## src/rtl/aclock_ui_ctrl.sv

```systemverilog
`default_nettype none
// ============================================================================
// Module      : aclock_ui_ctrl
// Description : Button-driven time/alarm editor, load strobes, alarm enable
//               and snooze/dismiss scheduler for the aclock core.
// Revision    : 1.0 - initial release
// ============================================================================
module aclock_ui_ctrl #(
    parameter int unsigned SNOOZE_SEC   = 300,
    parameter int unsigned MAX_SNOOZE   = 3,
    parameter int unsigned EDIT_TIMEOUT = 30
) (
    input  logic       clk,
    input  logic       reset,
    input  logic       SEC_TICK,
    input  logic       BTN_MODE,
    input  logic       BTN_INC,
    input  logic       BTN_SNOOZE,
    input  logic       Alarm,
    output logic [1:0] Hpoz2,
    output logic [3:0] Hpoz1,
    output logic [3:0] Mpoz2,
    output logic [3:0] Mpoz1,
    output logic       LDT,
    output logic       LDA,
    output logic       STOP_ALARM,
    output logic       ALARM_ON,
    output logic       RING,
    output logic [2:0] EDIT
);

    localparam int c_SNZ_W  = ($clog2(SNOOZE_SEC + 1)   > 0) ? $clog2(SNOOZE_SEC + 1)   : 1;
    localparam int c_CNT_W  = ($clog2(MAX_SNOOZE + 1)   > 0) ? $clog2(MAX_SNOOZE + 1)   : 1;
    localparam int c_IDLE_W = ($clog2(EDIT_TIMEOUT + 1) > 0) ? $clog2(EDIT_TIMEOUT + 1) : 1;

    localparam logic [c_SNZ_W-1:0]  c_SNZ_LOAD  = c_SNZ_W'(SNOOZE_SEC);
    localparam logic [c_SNZ_W-1:0]  c_SNZ_ONE   = c_SNZ_W'(1);
    localparam logic [c_CNT_W-1:0]  c_CNT_MAX   = c_CNT_W'(MAX_SNOOZE);
    localparam logic [c_CNT_W-1:0]  c_CNT_ONE   = c_CNT_W'(1);
    localparam logic [c_IDLE_W-1:0] c_IDLE_LAST = c_IDLE_W'(EDIT_TIMEOUT - 1);
    localparam logic [c_IDLE_W-1:0] c_IDLE_ONE  = c_IDLE_W'(1);

    localparam logic [2:0] c_ST_RUN    = 3'd0;
    localparam logic [2:0] c_ST_T_HR   = 3'd1;
    localparam logic [2:0] c_ST_T_MIN  = 3'd2;
    localparam logic [2:0] c_ST_T_LOAD = 3'd3;
    localparam logic [2:0] c_ST_A_HR   = 3'd4;
    localparam logic [2:0] c_ST_A_MIN  = 3'd5;
    localparam logic [2:0] c_ST_A_LOAD = 3'd6;

    logic [2:0]          r_state;
    logic [2:0]          w_state_nxt;
    logic [1:0]          r_h2;
    logic [3:0]          r_h1;
    logic [3:0]          r_m2;
    logic [3:0]          r_m1;
    logic [c_IDLE_W-1:0] r_idle;
    logic [c_SNZ_W-1:0]  r_snz_cnt;
    logic                r_snz_pend;
    logic [c_CNT_W-1:0]  r_snz_num;
    logic                r_rering;
    logic                r_stop;
    logic                r_alarm_on;

    logic       w_mode;
    logic       w_inc;
    logic       w_snz;
    logic       w_any;
    logic       w_ring;
    logic       w_run;
    logic       w_hr_st;
    logic       w_min_st;
    logic       w_edit_st;
    logic       w_timeout;
    logic       w_enter_hr;
    logic       w_snooze;
    logic       w_dismiss;
    logic       w_alarm_off;
    logic       w_ldt;
    logic       w_lda;
    logic [1:0] w_h2_inc;
    logic [3:0] w_h1_inc;
    logic [3:0] w_m2_inc;
    logic [3:0] w_m1_inc;

    // Fixed button priority: MODE over INC over SNOOZE.
    assign w_mode = BTN_MODE;
    assign w_inc  = BTN_INC & ~BTN_MODE;
    assign w_snz  = BTN_SNOOZE & ~BTN_MODE & ~BTN_INC;
    assign w_any  = BTN_MODE | BTN_INC | BTN_SNOOZE;

    assign w_ring    = Alarm | r_rering;
    assign w_run     = (r_state == c_ST_RUN);
    assign w_hr_st   = (r_state == c_ST_T_HR)  || (r_state == c_ST_A_HR);
    assign w_min_st  = (r_state == c_ST_T_MIN) || (r_state == c_ST_A_MIN);
    assign w_edit_st = w_hr_st || w_min_st;
    assign w_timeout = w_edit_st && SEC_TICK && !w_any && (r_idle == c_IDLE_LAST);

    assign w_snooze    = w_run && w_ring && w_snz && (r_snz_num < c_CNT_MAX);
    assign w_dismiss   = w_run && w_ring && (w_mode || (w_snz && (r_snz_num >= c_CNT_MAX)));
    assign w_alarm_off = w_run && w_inc && r_alarm_on;

    always_ff @(posedge clk) begin
        if (reset) begin
            r_state <= c_ST_RUN;
        end else begin
            r_state <= w_state_nxt;
        end
    end

    // A MODE press that dismisses a ringing alarm never opens the editor.
    always_comb begin
        w_state_nxt = r_state;
        w_ldt       = 1'b0;
        w_lda       = 1'b0;
        case (r_state)
            c_ST_RUN: begin
                if (w_mode && !w_ring) w_state_nxt = c_ST_T_HR;
            end
            c_ST_T_HR: begin
                if (w_mode)         w_state_nxt = c_ST_T_MIN;
                else if (w_timeout) w_state_nxt = c_ST_RUN;
            end
            c_ST_T_MIN: begin
                if (w_mode)         w_state_nxt = c_ST_T_LOAD;
                else if (w_timeout) w_state_nxt = c_ST_RUN;
            end
            c_ST_T_LOAD: begin
                w_ldt       = 1'b1;
                w_state_nxt = c_ST_A_HR;
            end
            c_ST_A_HR: begin
                if (w_mode)         w_state_nxt = c_ST_A_MIN;
                else if (w_timeout) w_state_nxt = c_ST_RUN;
            end
            c_ST_A_MIN: begin
                if (w_mode)         w_state_nxt = c_ST_A_LOAD;
                else if (w_timeout) w_state_nxt = c_ST_RUN;
            end
            c_ST_A_LOAD: begin
                w_lda       = 1'b1;
                w_state_nxt = c_ST_RUN;
            end
            default: w_state_nxt = c_ST_RUN;
        endcase
    end

    assign w_enter_hr = (w_state_nxt != r_state) &&
                        ((w_state_nxt == c_ST_T_HR) || (w_state_nxt == c_ST_A_HR));

    // Hours: 23 wraps before the units carry is considered.
    always_comb begin
        w_h2_inc = r_h2;
        w_h1_inc = r_h1 + 4'd1;
        if ((r_h2 == 2'd2) && (r_h1 == 4'd3)) begin
            w_h2_inc = 2'd0;
            w_h1_inc = 4'd0;
        end else if (r_h1 == 4'd9) begin
            w_h2_inc = r_h2 + 2'd1;
            w_h1_inc = 4'd0;
        end
    end

    always_comb begin
        w_m2_inc = r_m2;
        w_m1_inc = r_m1 + 4'd1;
        if ((r_m2 == 4'd5) && (r_m1 == 4'd9)) begin
            w_m2_inc = 4'd0;
            w_m1_inc = 4'd0;
        end else if (r_m1 == 4'd9) begin
            w_m2_inc = r_m2 + 4'd1;
            w_m1_inc = 4'd0;
        end
    end

    always_ff @(posedge clk) begin
        if (reset || w_enter_hr) begin
            r_h2 <= 2'd0;
            r_h1 <= 4'd0;
            r_m2 <= 4'd0;
            r_m1 <= 4'd0;
        end else if (w_inc && w_hr_st) begin
            r_h2 <= w_h2_inc;
            r_h1 <= w_h1_inc;
        end else if (w_inc && w_min_st) begin
            r_m2 <= w_m2_inc;
            r_m1 <= w_m1_inc;
        end
    end

    always_ff @(posedge clk) begin
        if (reset || !w_edit_st || w_any || w_timeout) begin
            r_idle <= '0;
        end else if (SEC_TICK) begin
            r_idle <= r_idle + c_IDLE_ONE;
        end
    end

    // Button actions take precedence over a coincident countdown tick.
    always_ff @(posedge clk) begin
        if (reset) begin
            r_stop     <= 1'b0;
            r_alarm_on <= 1'b0;
            r_snz_cnt  <= '0;
            r_snz_pend <= 1'b0;
            r_snz_num  <= '0;
            r_rering   <= 1'b0;
        end else begin
            r_stop <= w_snooze | w_dismiss;
            if (w_run && w_inc) r_alarm_on <= ~r_alarm_on;
            if (w_dismiss || w_alarm_off) begin
                r_snz_cnt  <= '0;
                r_snz_pend <= 1'b0;
                r_snz_num  <= '0;
                r_rering   <= 1'b0;
            end else if (w_snooze) begin
                r_snz_cnt  <= c_SNZ_LOAD;
                r_snz_pend <= 1'b1;
                r_snz_num  <= r_snz_num + c_CNT_ONE;
                r_rering   <= 1'b0;
            end else if (r_snz_pend && SEC_TICK) begin
                r_snz_cnt <= r_snz_cnt - c_SNZ_ONE;
                if (r_snz_cnt == c_SNZ_ONE) begin
                    r_snz_pend <= 1'b0;
                    r_rering   <= 1'b1;
                end
            end
        end
    end

    assign Hpoz2      = r_h2;
    assign Hpoz1      = r_h1;
    assign Mpoz2      = r_m2;
    assign Mpoz1      = r_m1;
    assign LDT        = w_ldt;
    assign LDA        = w_lda;
    assign STOP_ALARM = r_stop;
    assign ALARM_ON   = r_alarm_on;
    assign RING       = w_ring;
    assign EDIT       = r_state;

endmodule
`default_nettype wire

```

## config.mk

```make
export PLATFORM = sky130hd
export DESIGN_NAME = aclock_ui_ctrl
export DESIGN_NICKNAME = d
export VERILOG_FILES = /design/src/rtl/aclock_ui_ctrl.sv
export SDC_FILE = /design/constraint.sdc
export NUM_CORES = 1
export LEC_CHECK = 0
export CAP_MARGIN = 20
export CORE_AREA = 2 2 71 56
export DETAILED_ROUTE_END_ITERATION = 16
export DIE_AREA = 0 0 73 58
export PLACE_DENSITY_LB_ADDON = 0.12
export SYNTH_ARGS = -nofsm -noshare
export SYNTH_HDL_FRONTEND = slang
export SYNTH_SLANG_ARGS = --single-unit
```

## constraint.sdc

```tcl
create_clock -name clk -period 3.7 [get_ports clk]
set_clock_uncertainty 0.05 [all_clocks]
set_input_delay 0.555 -clock clk [delete_from_list [all_inputs] [get_ports clk]]
set_output_delay 0.555 -clock clk [all_outputs]
set_load 0.1 [all_outputs]
```

==> run_results.csv <==
group,metric,value,unit
status,status,"completed",
cts,cts_sinks,37,
synth,synthAdderAreaFrac,0.0565,
timing,worst_slew_pin_slew,0.974,ns
synth,syn-num-nets,242,
timing,relSlewSlack,0.349,
floorplan,die_h,58,um
min_path,holdPathStages,2,
run,maxCapViolCount,0,
synth,synth-compound-area-share,0.140,
critical_path,r2r_slack,1.68,ns
cts,htree_levels,2,
critical_path,r2r_end,"Mpoz2[2]",
critical_path,critical_path.max_stage_delay,1.23,ns
cts,cts_tree,"built",
critical_path,startpoint,"EDIT[2]",
layout,antenna_cells,0,
critical_path,critPathTopFamily,"buffers and inverters",
synth,muxShareOfSynthArea,0.0151,
cts,cts_resized,0,
timing,min_period,2.77,ns
critical_path,slowest_stage,"clkdlybuf4s50_1",
critical_path,timing.critical_path.buf_inv,1,
cts,cts_inserted_buffers,5,
timing,timing.final.crit_share,0.750,
power,power_density,341,nW/um2
synth,synth_cells,226,
power,leakagePower,0.000843,uW
layout,layout-drive-gt1-share,0.0949,
floorplan,std_cell_rows,19,
min_path,min_from,"r_rering",
floorplan,die_x,73,um
route,finalWirelength,3970,um
grt,antenna_found_initial,0,
placement,place.gp.congestion,0.850,
critical_path,worstSetupStartpointType,"flop",
floorplan,initial_core_util,0.563,
cts,clk_latency,0.29,ns
critical_path,reg2regPathDepth,4,
cts,clock_path_buffers,2,
critical_path,critical_path_cell_count,1,
timing,whs,0.402,ns
min_path,hold_path_end,"r_rering",
cts,clk_pin_slew,0.07,ns
timing,setup_viol,0,
synth,avgSynthCellArea,8.82,um2
timing,fmaxAchievable,0.361,GHz
route,wire_per_inst,13.5,um
floorplan,ios,29,
critical_path,arrival,2.17,ns
critical_path,r2r-start,"EDIT[0]",
critical_path,path_class,"reg2out",
layout,mostFrequentLayoutCell,"dfxtp_1",
route,first_pass_iters,4,
floorplan,core,3540,um2
synth,async_reset_ff_frac,0,
synth,synth_xor_area_frac,0.0829,
route,avgViaCountPerCell,5.61,
timing,tns,0,ns
grt,grt_pass1_vias,1467,
synth,netlist_area,1990,um2
synth,synth-simple-area-share,0.288,
cts,cts-hold-fix-buffers,0,
critical_path,path_max_fanout,13,
route,drt_iter0_markers,103,
synth,synth.distinct_cells,53,
cts,cts_root_buffer,"clkbuf_8",
timing,final_hold_viol_count,0,
critical_path,endpoint_kind,"output port",
critical_path,path_cells,"clkdlybuf4s50_1",
grt,grt_first_pass_wirelength,6860,um
synth,synth-warning-count,0,
timing,rsz0062_at_grt,"false",
layout,syn_to_final_growth,18.0,%
grt,grt_start_max_net_pins,15,
timing,drv_slew,0,
layout,fin_nets,269,
placement,port_buffers,28,
min_path,hold_path_class,"reg2reg",
layout,mostFrequentLayoutCells,"dfxtp_1 (37), nor2_1 (29), clkdlybuf4s50_1 (24)",
synth,synth_top_family_by_area,"simple AND/OR/NAND/NOR gates",
grt,gr-usage-all-layers,0.212,
power,peakVddDrop,0.000205,V
route,ant_nets,0,
synth,synth-edff-count,0,
floorplan,dieArea,4230,um2
critical_path,crit_required,3.09,ns
synth,ys_ff_latch,37,
route,routed-via-count,1654,
grt,grt_overflow,0,
route,drc,0,
cts,post_cts_buffers,0,
synth,yosysSeqAreaShare,0.372,
synth,synth_ff_type,"dfxtp_1",
placement,dp_hpwl,2860,um
[synthesized netlist by cell type, types with 3 or more instances]
master	instances	share of area
nand3b_1	4	0.015
a21oi_1	20	0.050
nand4_1	6	0.019
ha_1	9	0.056
inv_1	10	0.019
a31oi_1	3	0.0094
o21ai_0	4	0.010
xor2_1	12	0.053
dfxtp_1	37	0.37
and2_1	3	0.0094
or3_1	3	0.0094
buf_6	3	0.017
nor2b_1	4	0.013
nor2_1	29	0.055
mux2i_1	3	0.015
nand2_1	13	0.024
xnor2_1	5	0.022
nand3_1	10	0.025
nor3_1	4	0.010
[metal layers]
| layer | track usage | up-vias | wire length (um) |
|---|---|---|---|
| li1 | - | 847 | - |
| met1 | 0.309 | 762 | 2120 |
| met2 | 0.291 | 40 | 1610 |
| met3 | 0.0696 | 5 | 189 |
| met4 | 0.0741 | 0 | 44 |
| met5 | 0 | - | 0 |
[worst max path at each step]
stage / to / slack (ns)
global route: EDIT[2] / 0.86
CTS: EDIT[2] / 0.92
finish: EDIT[2] / 0.93
global placement: Mpoz2[3] / 1.25
floorplan: Mpoz1[1] / 0.37
detailed placement: Hpoz2[0] / 1.20
[cell type report]
cell class                      instances  area, um2
Fill cell                             297       1190
Inverter                               10       37.5
Tap cell                               42       52.6
Sequential cell                        37        741
Timing Repair Buffer                   28        270
Clock buffer                            7       86.3
Multi-Input combinational cell        171       1160
[per-stage QoR]
| stage | worst slack, ns | utilization | cell area (um2) | std cells | total power (uW) |
|---|---|---|---|---|---|
| global placement | 1.25 | 0.640 | 2270 | 288 | 527 |
| floorplan | 0.373 | - | 2000 | 226 | 505 |
| CTS | 0.920 | 0.664 | 2350 | 295 | 812 |
| global route | 0.856 | 0.664 | 2350 | 295 | 842 |
| finish | 0.926 | 0.664 | 2350 | 295 | 802 |
| detailed placement | 1.20 | 0.640 | 2270 | 288 | 528 |
[sequential cells by signal (all words and copies together) (netlist names)]
signal and count:
ALARM_ON 1, EDIT 3, Hpoz1 4, Hpoz2 2, Mpoz1 4, Mpoz2 4, STOP_ALARM 1, r_idle 5
r_rering 1, r_snz_cnt 9, r_snz_num 2, r_snz_pend 1
[cells by family after synthesis]
group / after synthesis
compound gates: 42
mux: 3
xor+xnor: 18
simple gates: 99
buf+inv: 18
fa+ha+maj: 9
flops: 37
[where the power goes]
group / switching (uW) / internal (uW)
sequential: 11.6 / 405
clock: 135 / 148
combinational: 71.1 / 31.5
No activity file was read; power rests on OpenSTA's default activity.
